<file path="src/rtl/dac_sample_sched.sv">
// rtl/dac_sample_sched.sv - stereo sample FIFO with programmable-rate DAC load strobe
// Two requesters push packed 16-bit words; each divider tick pops one word to DAC_D.
module dac_sample_sched #(
    parameter int DEPTH = 4,
    parameter int DIV_W = 12
) (
    input  logic                     XCK,
    input  logic                     RESETL,
    input  logic                     dsp_req,
    input  logic [15:0]              dsp_data,
    output logic                     dsp_ack,
    input  logic                     cpu_req,
    input  logic [15:0]              cpu_data,
    output logic                     cpu_ack,
    input  logic                     per_wr,
    input  logic [DIV_W-1:0]         per_data,
    input  logic                     enable,
    input  logic                     clr_urun,
    output logic                     DACWRL,
    output logic [15:0]              DAC_D,
    output logic                     fifo_full,
    output logic                     fifo_empty,
    output logic [$clog2(DEPTH):0]   fifo_level,
    output logic                     underrun
);

    localparam int AW = $clog2(DEPTH);
    localparam logic [DIV_W-1:0] MIN_PER = DIV_W'(128);
    localparam logic [DIV_W-1:0] RST_PER = DIV_W'(512);

    logic [15:0]      mem [DEPTH];
    logic [AW-1:0]    wptr;
    logic [AW-1:0]    rptr;
    logic [AW:0]      level;
    logic [DIV_W-1:0] period;
    logic [DIV_W-1:0] cnt;
    logic [DIV_W-1:0] per_clamped;
    logic [15:0]      wdata;
    logic             push;
    logic             pop;
    logic             tick;

    assign fifo_full  = (level == (AW+1)'(DEPTH));
    assign fifo_empty = (level == '0);
    assign fifo_level = level;

    // DSP has fixed priority; the losing requester keeps its request up.
    assign dsp_ack = dsp_req & ~fifo_full;
    assign cpu_ack = cpu_req & ~dsp_req & ~fifo_full;
    assign push    = dsp_ack | cpu_ack;
    assign wdata   = dsp_req ? dsp_data : cpu_data;

    // A period write restarts the divider, so no tick may escape in that cycle.
    assign tick = enable & ~per_wr & (cnt == '0);
    assign pop  = tick & ~fifo_empty;

    // Never shorter than one full 7-bit PWM cycle.
    assign per_clamped = (per_data < MIN_PER) ? MIN_PER : per_data;

    always_ff @(posedge XCK or negedge RESETL) begin
        if (!RESETL) begin
            period <= RST_PER;
            cnt    <= RST_PER - DIV_W'(1);
        end else if (per_wr) begin
            period <= per_clamped;
            cnt    <= per_clamped - DIV_W'(1);
        end else if (!enable || cnt == '0) begin
            cnt    <= period - DIV_W'(1);
        end else begin
            cnt    <= cnt - DIV_W'(1);
        end
    end

    always_ff @(posedge XCK) begin
        if (push) begin
            mem[wptr] <= wdata;
        end
    end

    always_ff @(posedge XCK or negedge RESETL) begin
        if (!RESETL) begin
            wptr  <= '0;
            rptr  <= '0;
            level <= '0;
        end else begin
            if (push) begin
                wptr <= wptr + AW'(1);
            end
            if (pop) begin
                rptr <= rptr + AW'(1);
            end
            case ({push, pop})
                2'b10:   level <= level + (AW+1)'(1);
                2'b01:   level <= level - (AW+1)'(1);
                default: level <= level;
            endcase
        end
    end

    always_ff @(posedge XCK or negedge RESETL) begin
        if (!RESETL) begin
            DACWRL   <= 1'b1;
            DAC_D    <= 16'h0000;
            underrun <= 1'b0;
        end else begin
            DACWRL <= ~pop;
            if (pop) begin
                DAC_D <= mem[rptr];
            end
            if (tick && fifo_empty) begin
                underrun <= 1'b1;
            end else if (clr_urun) begin
                underrun <= 1'b0;
            end
        end
    end

endmodule

</file>
<file path="config.mk">
export PLATFORM = sky130hd
export DESIGN_NAME = dac_sample_sched
export DESIGN_NICKNAME = d
export VERILOG_FILES = /design/src/rtl/dac_sample_sched.sv
export SDC_FILE = /design/constraint.sdc
export NUM_CORES = 1
export LEC_CHECK = 0
export CORE_UTILIZATION = 40
export CTS_CLUSTER_SIZE = 40
export DETAILED_ROUTE_END_ITERATION = 16
export PLACE_DENSITY_LB_ADDON = 0.05
export SLEW_MARGIN = 20
export SYNTH_ARGS = -nofsm -noshare
export SYNTH_HDL_FRONTEND = slang
export SYNTH_SLANG_ARGS = --single-unit
</file>
<file path="constraint.sdc">
create_clock -name XCK -period 3.3 [get_ports XCK]
set_input_delay 0.33 -clock XCK [delete_from_list [all_inputs] [get_ports XCK]]
set_output_delay 0.33 -clock XCK [all_outputs]
set_load 0.05 [all_outputs]
</file>
Word-level counts from Yosys, hierarchy flattened

Memory sizes are Yosys's and may differ from the RTL's. A register that Yosys moved wholly into a read port is not among the register bits.
Cells that the tools add are included.

Add/sub/neg operators: 7
Magnitude comparators: 1
Equal/unequal tests: 3
Multiplexer cells: 9
Bitwise operators: 12
Reductions and logical operators: 8

Operators with widths:

| kind                    | count |
|---|---|
| $mux W12                | 3 |
| $sub A12 B1 Y12 const B | 3 |
| $mux W16                | 1 |
| $logic_not A12 Y1       | 1 |
| $lt A12 B8 Y1 const B   | 1 |
| $and A1 B1 Y1           | 6 |
| $pmux W3 S2             | 1 |
| $not A1 Y1              | 5 |
| $add A2 B1 Y2 const B   | 2 |
| $mux W1                 | 4 |
| $reduce_bool A2 Y1      | 2 |
| $add A3 B1 Y3 const B   | 1 |
| $eq A3 B3 Y1 const B    | 1 |
| $logic_not A3 Y1        | 1 |
| $sub A3 B1 Y3 const B   | 1 |
| $eq A2 B1 Y1 const B    | 1 |
| $eq A2 B2 Y1 const B    | 1 |
| $logic_not A1 Y1        | 2 |
| $logic_and A1 B1 Y1     | 1 |
| $logic_or A1 B1 Y1      | 1 |
| $or A1 B1 Y1            | 1 |

Flip-flop bits (word level): 33
Bits in writable memories: 64
Input bits: 51
Output and inout port bits: 25
Word-level logic and storage cells: 48
Memories kept: 1

Memories:

| name | depth | bits a word | read ports | clocked after memory_dff | write ports | line | source |
|---|---|---|---|---|---|---|---|
| mem  | 4     | 16          | 1          | 1                        | 1           | 31   | `logic [15:0] mem [DEPTH];` |

Longest topological paths before layout

Gate-level depths: netlist (run 1).

Depth in word-level cells: 6
Gate-level depth with buffers: 11
Mapped depth without buffers: 10

Worst setup path before layout (run 1)

No wires, ideal clock.

Path kind: register to register
Start: register level[0], in the netlist fifo_level[0]
End: register level[2], in the netlist fifo_level[2]
Data arrival time: 2.939 ns
Data required time: 3.155 ns
Setup slack: 0.217 ns
Cell stages (with the launch flop): 10
Buffers on the path: 1
Cells stage by stage: dfrtp_1 nor3_1 nor3_1 buf_2 ha_1 inv_1 fa_1 xor2_1 nor2_1 xor2_1

Elaborated cells on any way between the ends: 14

RTL lines:

| what                                                     | line | source |
|---|---|---|
| start: declaration                                       | 34   | `logic [AW:0] level;` |
| start signal: assignment                                 | 93   | `2'b10: level <= level + (AW+1)'(1);` |
| start signal: assignment                                 | 94   | `2'b01: level <= level - (AW+1)'(1);` |
| start signal: assignment                                 | 95   | `default: level <= level;` |
| $logic_not A3 Y1 *                                       | 44   | `assign fifo_empty = (level == '0);` |
| named net fifo_empty                                     | 22   | `output logic fifo_empty,` |
| $not A1 Y1 *                                             | 55   | `assign pop = tick & ~fifo_empty;` |
| $and A1 B1 Y1 *                                          | 55   |  |
| $eq A2 B1 Y1 / $eq A2 B2 Y1 (equally long branches)      | 92   | `case ({push, pop})` |
| $pmux W3 S2 / $reduce_bool A2 Y1 (equally long branches) | n/a  |  |

Mark *: on every way through the listed nets, which the timed path passes. The rest lies on a longest branch.
A chain may end at the register's enable or synchronous reset.

Worst setup path in the final report (run 1)

Start: register cnt[9]
End: register level[2], in the netlist fifo_level[2]

Cells in the longest elaborated chain, start to end: 5
Elaborated cells on any way between the ends: 7

RTL lines:

| what                                                     | line | source |
|---|---|---|
| start: declaration                                       | 36   | `logic [DIV_W-1:0] cnt;` |
| start signal: assignment                                 | 63   | `cnt <= RST_PER - DIV_W'(1);` |
| start signal: assignment                                 | 66   | `cnt <= per_clamped - DIV_W'(1);` |
| start signal: assignment                                 | 68   | `cnt <= period - DIV_W'(1);` |
| $logic_not A12 Y1 *                                      | 54   | `assign tick = enable & ~per_wr & (cnt == '0);` |
| $and A1 B1 Y1 *                                          | 54   |  |
| $and A1 B1 Y1 *                                          | 55   |  |
| $eq A2 B1 Y1 / $eq A2 B2 Y1 (equally long branches)      | 92   |  |
| $pmux W3 S2 / $reduce_bool A2 Y1 (equally long branches) | n/a  |  |

Every way passes the cells marked *; elsewhere a longest branch is shown, timed or not.

==> flow_metrics.py, run 1 <==
metrics = {
    "setup_path": {
        "cp_cell_sequence": "nor4_1 > nand3_1 > nor3_2 > ha_1 > inv_1 > fa_1 > xor2_1 > nor2_1 > xor2_1",
        "path_class": "flip-flop to flip-flop",
        "cpMostUsedCell": "xor2_1",
        "crit_slowest_cell": "nor4_1",
        "max_stage_delay_ns": 0.76,
        "cp-start-kind": "flip-flop",
        "cp.required_ns": 3.63,
        "cp.arrival_ns": 3.21,
        "crit_fanout": 5,
        "endpoint_kind": "flip-flop",
    },
    "clocking": {
        "post_cts_buffers": 0,
        "cts.root.buffer_cell": "clkbuf_16",
        "cts.sinks": 113,
        "clkTransAtPathRegs_ns": 0.05,
        "clockBufferDepth": 2,
        "clk_latency_ns": 0.40,
        "cts-buffers-inserted": 17,
        "tritoncts": "built",
        "h-tree-depth": 4,
    },
    "timing": {
        "fmaxAchievable_mhz": 346,
        "fin_ws_ns": 0.413,
        "setup_tns_ns": 0,
        "rsz0062_at_grt": "no",
        "min_period_ns": 2.89,
        "maxSlewViolCount": 0,
        "finalCritPeriodShare": 0.875,
        "hold_viol_final": 0,
        "worstMarginPinSlew_ns": 0.853,
        "slew_headroom": 0.426,
        "setup-violations-final": 0,
        "skew_ns": 0.00674,
    },
    "place": {
        "post-place-ws_ns": 0.347,
        "place_inst": 569,
        "post-dp-hpwl_um": 6840,
        "globalplace.congestion": 0.772,
        "port_buffers": 75,
    },
    "cells_and_area": {
        "fin_cells": 602,
        "synthToLayoutAreaGrowth_pct": 32.8,
        "diodes": 0,
        "drive_above_1_share": 0.242,
        "nets": 479,
    },
    "synth": {
        "synth_largest_area_cell": "edfxtp_1",
        "async_flop_share": 0.434,
        "syn-cell-area_um2": 4980,
        "synth_area_per_cell_um2": 15.2,
        "syn-instance-count": 328,
        "synth_warnings": 0,
        "synth_area_leaders": "edfxtp_1 39%, dfrtp_1 19%, mux4_2 7.2%",
        "seq_area_frac_synth": 0.635,
        "ys.flop_type": "edfxtp_1",
        "synth-edff-count": 64,
        "yosys_register_bits": 113,
        "syn_nets": 386,
        "synth_cell_types": 52,
        "synth.top_cell.area_share": 0.386,
    },
    "floorplanning": {
        "io_pins": 76,
        "die_w_um": 114,
        "die_y_um": 114,
        "rows": 40,
        "start_util": 0.413,
        "coreArea_um2": 12100,
        "design.die.area_um2": 12900,
    },
    "power_and_ir_drop": {
        "p_leak_uw": 0.00256,
        "ir_drop_mv": 0.638,
        "power.density_nw_per_um2": 726,
    },
    "drt": {
        "vias": 2998,
        "drtIter0Drc": 136,
        "ant_nets": 0,
        "wire_per_inst_um": 16.7,
        "route.detailed.drc": 0,
        "wl_um": 10000,
        "vias_per_cell": 4.98,
        "drt_first_pass_iters": 4,
    },
    "grt": {
        "grt-ovfl-total": 0,
        "grt_max_degree": 29,
        "antenna_found_initial": 1,
        "grt_pass1_wl_um": 16500,
        "grt_pass1_vias": 3138,
        "grt_usage": 0.175,
    },
    "run": {
        "maxCapViolations": 0,
    },
    "run_status": {
        "status": "finished, final reports clean",
    },
    "hold_path": {
        "holdCritPathClass": "input port to async pin",
    },
}
-- per-layer routing --
layer	routed length, um	global-route usage	vias to the layer above
li1	-	-	1416
met1	4820	0.237	1511
met2	4580	0.260	63
met3	555	0.0685	6
met4	67	0.0579	2
met5	13	0	-
-- what timing repair did --
| item | 4_1_cts | 5_1_grt |
|---|---|---|
| hold buffers | 1 | 0 |
| resized for setup | 0 | 0 |
| endpoints found under the hold margin | 20 | 0 |
-- state kept, by name, indices dropped and copies added (netlist names) --
name / flops
period: 12
mem: 64
rptr: 2
wptr: 2
fifo_level: 3
cnt: 12
underrun: 1
DAC_D: 16
DACWRL: 1
-- where the power goes --
part	internal, uW	leakage, uW	switching (uW)
registers	1860	0.00120	106
clock network	1340	0.000311	587
logic	365	0.00105	535
-- layout make-up --
type	count	area, um2
multi-input cells	179	1670
fillers	1048	5450
clock inverters	13	190
flip-flops and latches	113	3160
repair buffers	89	853
clock buffers	19	443
well taps	168	210
inverters	21	78.8
-- worst max-delay path: cells and delay by family (launching register included) --
kind	cells	cell delay [ns]
XOR/XNOR	2	0.30
adder cells (fa/ha/maj)	2	0.61
buffers and inverters	1	0.07
flip-flops	1	0.40
AND/OR/NAND/NOR	4	1.42
-- worst paths after layout --
kind / from / slack [ns] / cells after the start / to
max: cnt[9]$_DFF_PN0_ / 0.41 / 9 / fifo_level[2]$_DFFE_PN0P_
min: RESETL / 0.47 / 2 / DAC_D[4]$_DFFE_PN0N_
max reg2reg: cnt[9]$_DFF_PN0_ / 0.41 / 9 / fifo_level[2]$_DFFE_PN0P_
min reg2reg: DAC_D[13]$_DFFE_PN0N_ / 0.48 / 1 / DAC_D[13]$_DFFE_PN0N_
max in group asynchronous: RESETL / 1.99 / 3 / cnt[5]$_DFF_PN1_
min in group XCK: DAC_D[13]$_DFFE_PN0N_ / 0.48 / 1 / DAC_D[13]$_DFFE_PN0N_
-- through the flow --
| stage | power, uW | cell area (um2) | util | hold slack (ns) |
|---|---|---|---|---|
| floorplan | 2540 | 4980 | - | 0.0344 |
| global placement | 2900 | 5970 | 0.495 | 0.380 |
| detailed placement | 2910 | 5970 | 0.495 | 0.387 |
| CTS | 4870 | 6610 | 0.548 | 0.485 |
| global route | 5020 | 6610 | 0.548 | 0.497 |
| finish | 4800 | 6610 | 0.548 | 0.472 |
-- cell usage in the layout (no fill, tap or decap), types with 4 or more instances in the layout --
cell type,count
xor2_1,8
o21ai_0,15
mux2_2,25
mux2i_1,4
edfxtp_1,64
xnor2_1,7
and2_1,4
dfstp_2,11
clkdlybuf4s50_1,74
buf_4,13
nand2_1,18
clkinv_2,5
bufinv_16,5
mux2_1,8
inv_1,21
ha_1,6
clkbuf_16,17
mux4_2,16
dfrtp_1,38
nor2_1,7
a21oi_1,8
-- cell families after synthesis --
| group | count (synthesis) | share of synthesized area |
|---|---|---|
| and+or+nand+nor | 54 | 0.0621 |
| muxes | 53 | 0.155 |
| DFF | 113 | 0.635 |
| xor gates and xnor gates | 15 | 0.0264 |
| AOI/OAI and AO/OA | 50 | 0.0726 |
| buffers and inverters | 36 | 0.0297 |
| adders and majority gates | 7 | 0.0191 |
-- cells in the mapped netlist, types with 2 or more instances --
cell      count
a211oi_1      2
a21o_1        2
a21oi_1       8
a221oi_2      2
a22o_1        3
a22oi_1       2
a31oi_1       3
and2_1        4
and3_1        3
buf_2         4
clkbuf_1      9
dfrtp_1      38
dfstp_2      11
edfxtp_1     64
ha_1          6
inv_1        21
mux2_1        8
mux2_2       25
mux2i_1       4
mux4_2       16
nand2_1      18
nand3_1       2
nor2_1        7
nor2b_1       2
nor3_1        4
nor4_1        3
o211ai_1      2
o21ai_0      15
o21ai_1       3
o31a_1        2
xnor2_1       7
xor2_1        8
No activity file was read; power rests on OpenSTA's default activity.
==> inputs of run 2 (changes only) <==
Settings changed: CAP_MARGIN set to 10, DONT_BUFFER_PORTS set to 1.
==> flow_metrics.py, run 2 (synthesis results as in run 1) <==
metrics = {
    "timing": {
        "finalCritPeriodShare": 0.810,
        "setup_tns_ns": 0,
        "min_period_ns": 2.67,
        "hold_viol_final": 0,
        "skew_ns": 0.00975,
        "fmaxAchievable_mhz": 374,
        "slew_headroom": 0.428,
        "setup-violations-final": 0,
        "worstMarginPinSlew_ns": 0.859,
        "maxSlewViolCount": 0,
        "rsz0062_at_grt": "no",
    },
    "floorplanning": {
        "design.die.area_um2": 12900,
        "rows": 40,
        "start_util": 0.413,
        "die_y_um": 114,
        "die_w_um": 114,
        "io_pins": 76,
        "coreArea_um2": 12100,
    },
    "cells_and_area": {
        "largest_register_ffs": 64,
        "multi_input_area_um2": 1680,
        "final_common_cell": "edfxtp_1",
        "fin_area_um2": 5850,
        "regMostFlops": "mem",
        "synthToLayoutAreaGrowth_pct": 17.4,
        "fill_cells": 1045,
        "reg_top3": "mem x64, DAC_D x16",
        "register_area_um2": 3160,
        "nets": 407,
        "diodes": 0,
        "final_cell_mix": "64 x edfxtp_1, 38 x dfrtp_1, 25 x mux2_2",
        "drive_above_1_share": 0.282,
        "fin_cells": 530,
    },
    "drt": {
        "ant_nets": 0,
        "drt_first_pass_iters": 5,
        "wl_um": 10100,
        "wire_per_inst_um": 19.1,
        "vias": 2754,
        "vias_per_cell": 5.20,
        "drtIter0Drc": 155,
        "route.detailed.drc": 0,
    },
    "grt": {
        "grt_max_degree": 50,
        "grt-ovfl-total": 0,
        "grt_usage": 0.176,
        "grt_pass1_wl_um": 16300,
        "grt_pass1_vias": 2884,
        "antenna_found_initial": 0,
    },
    "clocking": {
        "clockBufferDepth": 2,
        "cts-buffers-inserted": 17,
        "clkTransAtPathRegs_ns": 0.06,
        "hold_buffers": 4,
        "ctsResizeCount": 0,
        "h-tree-depth": 4,
        "cts.sinks": 113,
        "tritoncts": "built",
        "cts.root.buffer_cell": "clkbuf_16",
        "clk_latency_ns": 0.41,
        "post_cts_buffers": 0,
    },
    "setup_path": {
        "cp.required_ns": 3.63,
        "cp-start-kind": "flip-flop",
        "crit_fanout": 5,
        "endpoint_kind": "flip-flop",
        "cp.arrival_ns": 3.00,
        "path_class": "flip-flop to flip-flop",
        "r2r-start": "cnt[9]$_DFF_PN0_",
        "critPathLaunch": "cnt[9]$_DFF_PN0_",
    },
    "power_and_ir_drop": {
        "p_leak_uw": 0.00226,
        "ir_drop_mv": 0.429,
        "power.density_nw_per_um2": 767,
    },
    "place": {
        "port_buffers": 0,
        "place_area_um2": 5230,
        "place_inst": 494,
        "globalplace.congestion": 0.744,
        "post-dp-hpwl_um": 6480,
    },
    "run": {
        "maxCapViolations": 0,
    },
    "hold_path": {
        "holdCritPathClass": "input port to flip-flop",
        "hp-start": "per_wr",
    },
    "run_status": {
        "status": "finished, final reports clean",
    },
}
-- run 2: cell types whose count changed in the layout (fill, tap and decap cells not counted), sizes merged --
| cell | delta |
|---|---|
| clkinv | +2 |
| clkdlybuf4s50 | -74 |
| clkinvlp | -1 |
| clkbuf | +2 |
| bufinv | -3 |
| dlygate4sd3 | +2 |
-- run 2: where the power goes --
group | internal [uW] | switching (uW) | total, uW
sequential | 1860 | 162 | 2020
clock | 1100 | 614 | 1710
combinational | 285 | 464 | 749
total | 3240 | 1240 | 4480
-- run 2: path summary, 6_finish.rpt --
path	endpoint	slack (ns)	cells after the start
worst min register to register	period[9]$_DFFE_PN1P_	0.48	2
max in group asynchronous	cnt[8]$_DFF_PN1_	2.54	2
worst max-delay path	fifo_level[2]$_DFFE_PN0P_	0.63	9
worst max register to register	fifo_level[2]$_DFFE_PN0P_	0.63	9
min in group asynchronous	DAC_D[15]$_DFFE_PN0N_	0.45	2
worst min-delay path	period[7]$_DFFE_PN0P_	0.02	1
-- run 2: worst max-delay path, stage by stage (launching register included) --
cell	delay (ns)
dfrtp_1	0.39
nor4_1	0.64
nand3_1	0.23
nor3_2	0.27
ha_1	0.21
inv_1	0.06
fa_1	0.37
xor2_1	0.15
nor2_1	0.11
xor2_1	0.16
-- run 2: layer usage --
layer / part of all wire / up-vias / track usage / wire length, um
li1: - / 1269 / - / -
met4: 0.016 / 0 / 0.0842 / 163
met5: 0 / - / 0 / 0
met3: 0.055 / 13 / 0.0542 / 556
met2: 0.44 / 80 / 0.249 / 4470
met1: 0.49 / 1392 / 0.247 / 4910
-- run 2: stage by stage --
step / hold slack (ns) / power, uW / utilization / worst slack, ns
after floorplan: 0.0344 / 2540 / - / 0.217
after global placement: 0.0355 / 2790 / 0.434 / 0.725
after detailed placement: 0.0355 / 2790 / 0.434 / 0.676
after CTS: 0.00253 / 4550 / 0.485 / 0.647
after global routing: 0.00557 / 4700 / 0.485 / 0.359
final: 0.0212 / 4480 / 0.485 / 0.626
-- run 2: final cells by class --
class	count	share of cell area
Sequential cell	113	0.541
Multi-Input combinational cell	179	0.288
Clock buffer	21	0.0753
Tap cell	168	0.0360
Timing Repair Buffer	17	0.0265
Clock inverter	11	0.0197
Inverter	21	0.0135
